===== src/rtl/uart_pkg.sv =====
// uart_pkg: shared types and helpers for the UART receiver and transmitter.
//   rx_state_t     - receiver FSM states
//   clks_per_bit() - integer clock cycles per bit for a given clock / baud pair
package uart_pkg;

  typedef enum logic [2:0] {
    IDLE,
    START,
    DATA,
    STOP,
    WAIT_IDLE
  } rx_state_t;

  // Truncating division: the bit period is rounded down to whole clocks.
  function automatic int clks_per_bit(input int clk_freq, input int baud_rate);
    return clk_freq / baud_rate;
  endfunction

endpackage


===== src/rtl/sync_2ff.sv =====
// sync_2ff: two-flop synchroniser for a single asynchronous input.
//   clk, rstn - clock, async active-low reset (both flops reset to RST_VAL)
//   i_d       - asynchronous input
//   o_q       - synchronised output (second flop)
module sync_2ff #(
  parameter logic RST_VAL = 1'b1
) (
  input  logic clk,
  input  logic rstn,
  input  logic i_d,
  output logic o_q
);

  logic r_ff1, r_ff2;

  always_ff @(posedge clk or negedge rstn) begin
    if (!rstn) begin
      r_ff1 <= RST_VAL;
      r_ff2 <= RST_VAL;
    end else begin
      r_ff1 <= i_d;
      r_ff2 <= r_ff1;
    end
  end

  assign o_q = r_ff2;

endmodule


===== src/rtl/uart_rx.sv =====
// uart_rx: 8N1-style serial receiver with valid/ready output.
//   clk, rstn  - clock, async active-low reset
//   sig        - serial line, idle high, asynchronous to clk
//   data       - received byte, stable while valid=1
//   valid      - byte available; consumed on valid && ready
//   ready      - consumer accept
//   is_sync    - data is all ones (only meaningful with valid)
//   frame_err  - one-cycle pulse: stop bit sampled low, byte discarded
//   overrun    - one-cycle pulse: byte completed while previous unconsumed, new byte dropped
// CLKS_PER_BIT = CLK_FREQ / BAUD_RATE must be at least 4.
module uart_rx
  import uart_pkg::*;
#(
  parameter int DATA_WIDTH = 8,
  parameter int BAUD_RATE  = 9600,
  parameter int CLK_FREQ   = 12_000_000
) (
  input  logic                  clk,
  input  logic                  rstn,
  input  logic                  sig,
  output logic [DATA_WIDTH-1:0] data,
  output logic                  valid,
  input  logic                  ready,
  output logic                  is_sync,
  output logic                  frame_err,
  output logic                  overrun
);

  localparam int CPB  = clks_per_bit(CLK_FREQ, BAUD_RATE);
  localparam int HALF = CPB / 2;
  localparam int CW   = $clog2(CPB);
  localparam int BW   = $clog2(DATA_WIDTH + 1);

  // The FSM only sees s_sig one cycle after it changes, so the start
  // check fires HALF-2 counts after entering START to land the sample
  // exactly HALF cycles after s_sig went low.
  localparam logic [CW-1:0] START_LAST = CW'(HALF - 2);
  localparam logic [CW-1:0] BIT_LAST   = CW'(CPB - 1);
  localparam logic [BW-1:0] DATA_LAST  = BW'(DATA_WIDTH - 1);

  logic w_sig;

  sync_2ff #(.RST_VAL(1'b1)) u_sync (
    .clk  (clk),
    .rstn (rstn),
    .i_d  (sig),
    .o_q  (w_sig)
  );

  rx_state_t             r_state, w_state;
  logic [CW-1:0]         r_cnt, w_cnt;
  logic [BW-1:0]         r_bitcnt, w_bitcnt;
  logic [DATA_WIDTH-1:0] r_shift, w_shift;
  // Stop-bit outcome strobes; the output stage acts on them one cycle later.
  logic                  r_good, w_good;
  logic                  r_bad, w_bad;

  logic [DATA_WIDTH-1:0] r_data;
  logic                  r_valid, r_sync, r_ferr, r_ovr;

  always_ff @(posedge clk or negedge rstn) begin
    if (!rstn) begin
      r_state  <= IDLE;
      r_cnt    <= '0;
      r_bitcnt <= '0;
      r_shift  <= '0;
      r_good   <= 1'b0;
      r_bad    <= 1'b0;
    end else begin
      r_state  <= w_state;
      r_cnt    <= w_cnt;
      r_bitcnt <= w_bitcnt;
      r_shift  <= w_shift;
      r_good   <= w_good;
      r_bad    <= w_bad;
    end
  end

  always_comb begin
    w_state  = r_state;
    w_cnt    = r_cnt;
    w_bitcnt = r_bitcnt;
    w_shift  = r_shift;
    w_good   = 1'b0;
    w_bad    = 1'b0;
    case (r_state)
      IDLE: begin
        if (!w_sig) begin
          w_state  = START;
          w_cnt    = '0;
          w_bitcnt = '0;
        end
      end
      START: begin
        if (r_cnt == START_LAST) begin
          w_cnt   = '0;
          w_state = w_sig ? IDLE : DATA;
        end else begin
          w_cnt = r_cnt + CW'(1);
        end
      end
      DATA: begin
        if (r_cnt == BIT_LAST) begin
          w_cnt    = '0;
          // LSB arrives first: shift right, new bit enters at the MSB.
          w_shift  = {w_sig, r_shift[DATA_WIDTH-1:1]};
          w_bitcnt = r_bitcnt + BW'(1);
          if (r_bitcnt == DATA_LAST) w_state = STOP;
        end else begin
          w_cnt = r_cnt + CW'(1);
        end
      end
      STOP: begin
        if (r_cnt == BIT_LAST) begin
          w_cnt = '0;
          if (w_sig) begin
            w_good  = 1'b1;
            w_state = IDLE;
          end else begin
            w_bad   = 1'b1;
            w_state = WAIT_IDLE;
          end
        end else begin
          w_cnt = r_cnt + CW'(1);
        end
      end
      WAIT_IDLE: begin
        // Hold off through a line break so it reports only one frame_err.
        if (w_sig) w_state = IDLE;
      end
      default: w_state = IDLE;
    endcase
  end

  // Output register. r_good and r_bad are exclusive, so frame_err and
  // overrun can never pulse together.
  always_ff @(posedge clk or negedge rstn) begin
    if (!rstn) begin
      r_data  <= '0;
      r_valid <= 1'b0;
      r_sync  <= 1'b0;
      r_ferr  <= 1'b0;
      r_ovr   <= 1'b0;
    end else begin
      r_ferr <= r_bad;
      r_ovr  <= r_good && r_valid && !ready;
      if (r_good && (!r_valid || ready)) begin
        r_data  <= r_shift;
        r_valid <= 1'b1;
        r_sync  <= &r_shift;
      end else if (r_valid && ready) begin
        r_valid <= 1'b0;
      end
    end
  end

  assign data      = r_data;
  assign valid     = r_valid;
  assign is_sync   = r_sync;
  assign frame_err = r_ferr;
  assign overrun   = r_ovr;

endmodule


===== config.mk =====
export PLATFORM = sky130hd
export DESIGN_NAME = uart_rx
export DESIGN_NICKNAME = d
export VERILOG_FILES = /design/src/rtl/uart_pkg.sv /design/src/rtl/sync_2ff.sv /design/src/rtl/uart_rx.sv
export SDC_FILE = /design/constraint.sdc
export NUM_CORES = 1
export LEC_CHECK = 0
export CORE_ASPECT_RATIO = 1.75
export CORE_MARGIN = 2
export CORE_UTILIZATION = 35
export CTS_CLUSTER_DIAMETER = 40
export CTS_CLUSTER_SIZE = 24
export DETAILED_ROUTE_END_ITERATION = 12
export GPL_TIMING_DRIVEN = 0
export MAX_ROUTING_LAYER = met4
export PLACE_DENSITY = 0.5
export SLEW_MARGIN = 20
export SYNTH_ARGS = -nofsm -noshare
export SYNTH_HDL_FRONTEND = slang
export SYNTH_SLANG_ARGS = --single-unit

===== constraint.sdc =====
create_clock -name clk -period 4.6 [get_ports clk]
set_clock_uncertainty 0.15 [all_clocks]
set_input_delay 0.69 -clock clk [delete_from_list [all_inputs] [get_ports clk]]
set_output_delay 0.69 -clock clk [all_outputs]
set_load 0.005 [all_outputs]

==> flow_metrics.py <==
metrics = {
    "placed_design": {
        "place.gp.congestion": 0.8539,
        "dpl_worst_slack_ps": 2335,
        "numPortBuffers": 15,
        "dp.final_hpwl_mm": 3.108,
        "dpl_cell_area_um2": 2230,
    },
    "cts": {
        "cts.sinks": 42,
        "cts_inserted_buffers": 5,
        "cts_max_path_buffers": 2,
        "cts_root_buf": "clkbuf_8",
        "hold_buffers": 0,
        "clkTransAtPathRegs_ps": 80,
        "post_cts_resized": 0,
        "cts_setup_buffers": 0,
        "clkLatencyLatePin_ps": 290,
        "cts_tree": "done",
        "h-tree-depth": 2,
    },
    "global_route": {
        "first_global_vias": 1557,
        "antenna_found_initial": 0,
        "overflow": 0,
        "grt_max_degree": 28,
        "grt_usage_pct": 15.44,
        "grt_pass1_wl_mm": 7.058,
    },
    "finish": {
        "final_nets": 210,
        "design_area_um2": 2308,
        "area_delta_synth_final_pct": 17.22,
        "antenna_cells": 0,
        "drive_gt1_share_pct": 15.27,
    },
    "synthesis": {
        "synth.distinct_cells": 46,
        "syn_nets": 187,
        "synthTopCellsByArea": "dfrtp_1 (51%), mux2_2 (6.9%), nand2_1 (3.4%), dfstp_2 (2.7%), o211ai_1 (2.7%)",
        "synthCells": 180,
        "ys_seq_area_share_pct": 53.49,
        "syn_area_per_cell_um2": 10.94,
        "synth_seq_cells": 42,
        "synth_top_area_share_pct": 50.83,
        "yosysTopAreaCell": "dfrtp_1",
        "ys_warn_count": 0,
        "syn-cell-area_um2": 1969,
    },
    "power": {
        "leakagePower_nw": 1.003,
        "p_int_w": 0.0004768,
        "comb_power_share_pct": 2.3,
        "p_switching_w": 0.0001305,
        "total_power_w": 0.0006072,
        "switching_share_pct": 21.48,
        "peakVddDrop_uv": 173.3,
        "pwr_density_cell_nw_per_um2": 263.0,
        "pwr-share-clk_pct": 36.6,
        "pwr-share-seq_pct": 61.0,
    },
    "routing": {
        "drc_errors": 0,
        "via_per_inst": 5.272,
        "first_pass_iters": 4,
        "vias": 1471,
        "postRouteAntennaNets": 0,
        "wl_per_cell_um": 14.86,
        "first_iter_violations": 31,
        "totalWireLength_mm": 4.146,
    },
    "floorplanning": {
        "die-area_um2": 6267,
        "initial_core_util_pct": 35.84,
        "die_height_um": 103.2,
        "rows": 36,
        "dieWidth_um": 60.71,
        "pin_count": 16,
        "core_area_um2": 5495,
    },
    "critical_path": {
        "r2r_start": "r_cnt[2]",
        "path_max_fanout": 9,
        "critPathKind": "reg -> reg",
        "ff2ff_path_depth": 5,
        "cp-end-kind": "register",
        "rrSetupSlack_ps": 2320,
        "cp-start-kind": "register",
        "arrival_ps": 2300,
        "crit_required_ps": 4630,
        "worstReg2RegEnd": "r_shift[2]",
    },
    "run": {
        "cap_violations": 0,
    },
    "timing": {
        "fin_ws_ps": 2323,
        "fmax_mhz": 439.2,
        "setup_viol": 0,
        "setup_tns_ps": 0,
        "rsz0062_at_grt": "no",
        "hold_viol_final": 0,
        "report.final.slew_viol_count": 0,
        "worst-slew-pin-transition_ps": 549.5,
        "holdWs_ps": 155.7,
        "max-slew-margin-rel_pct": 63.37,
        "timing.final.crit_share_pct": 49.50,
        "period_needed_ps": 2277,
    },
    "status": {
        "status": "completed",
    },
    "hold_path": {
        "hp-class": "in -> async",
    },
}
worst max-delay path, stage by stage (launching register included):
cell and delay, ps:
dfrtp_1 450, nor4_1 430, nand4b_1 370, nand2b_1 250, buf_2 180, mux2_1 330
power by group through the flow:
| stage | Combinational (W) | Sequential, W | Clock [W] |
|---|---|---|---|
| 3_5_place_dp | 0.0000150 | 0.000378 | 0 |
| 3_3_place_gp | 0.0000130 | 0.000378 | 0 |
| 2_1_floorplan | 0.00000256 | 0.000378 | 0 |
| 6_report | 0.0000140 | 0.000371 | 0.000223 |
| 4_1_cts | 0.0000150 | 0.000371 | 0.000233 |
| 5_1_grt | 0.0000163 | 0.000371 | 0.000247 |
kinds of logic after synthesis:
| kind of cell | Yosys count | synth area share (%) |
|---|---|---|
| buffers and inverters | 14 | 3.113 |
| AOI/OAI and AO/OA | 42 | 14.80 |
| xor gates and xnor gates | 2 | 0.8896 |
| and+or+nand+nor | 60 | 16.14 |
| DFF | 42 | 53.49 |
| adders and majority gates | 3 | 1.906 |
| muxes | 17 | 9.657 |
cells in the mapped netlist (all sizes together):
cell type   n
nand3       4
nor4        2
a21o        1
dfstp       2
o2111ai     1
nand2      18
and4        1
and3        1
or3         1
o21bai      2
o21ai      12
o31a        1
and4b       1
nand4b      1
nand4       4
mux2       16
buf         2
nor3b       2
or4b        1
a31oi       2
dfrtp      40
xor2        2
o221ai      1
mux2i       1
or2         1
o211ai      9
clkbuf      5
a21oi       5
o31ai       1
nor2b       2
ha          3
a211oi      2
nor2       11
a31o        1
nor3        4
o22ai       3
and3b       1
inv         7
o41a        1
nand2b      5
stage by stage:
stage          std cells  utilization [%]
2_1_floorplan        180                -
3_5_place_dp         272            40.57
6_report             279            42.01
4_1_cts              279            42.01
5_1_grt              279            42.01
3_3_place_gp         271            40.30
registers in the layout, indices dropped and copies added (netlist names):
signal and flops:
r_bitcnt 4, overrun 1, u_sync.o_q 1, is_sync 1, frame_err 1, data 8
r_state 3, r_shift 8, r_good 1, r_cnt 11, u_sync.r_ff1 1, r_bad 1
valid 1
cell type report:
class                           count  area [um^2]
Clock inverter                      2        10.01
Inverter                            7        26.28
Buffer                              7        35.03
Sequential cell                    42         1054
Timing Repair Buffer               16        165.2
Tap cell                           76        95.09
Clock buffer                        5        68.82
Multi-Input combinational cell    124        854.6
Fill cell                         556         3187
worst max-delay path by stage:
| stage | from | end | slack (ps) |
|---|---|---|---|
| final | r_cnt[2] | r_shift[2] | 2320 |
| after detailed placement | r_cnt[3] | r_shift[2] | 2330 |
| after floorplan | r_cnt[4] | r_cnt[8] | 2630 |
| after global placement | rstn | r_cnt[2] | 1600 |
| after global routing | r_cnt[2] | r_shift[2] | 2160 |
| after CTS | r_cnt[2] | r_shift[2] | 2310 |
metal layers:
metal / up-vias / GRT usage, % / wire length [um]
li1: 696 / - / -
met1: 723 / 15.06 / 1534
met2: 39 / 27.46 / 2338
met3: 13 / 2.985 / 119
met4: 0 / 8.696 / 153
met5: - / - / 0
layout by cell type (no fill, tap or decap), drive strengths merged, types with 4 or more instances in the layout:
cell           instances
a21oi                  5
buf                    4
clkbuf                10
clkdlybuf4s50         14
dfrtp                 40
inv                    7
mux2                  16
nand2                 18
nand2b                 5
nand3                  4
nand4                  4
nor2                  11
nor3                   4
o211ai                 9
o21ai                 12
Power figures use the tool's default switching activity.
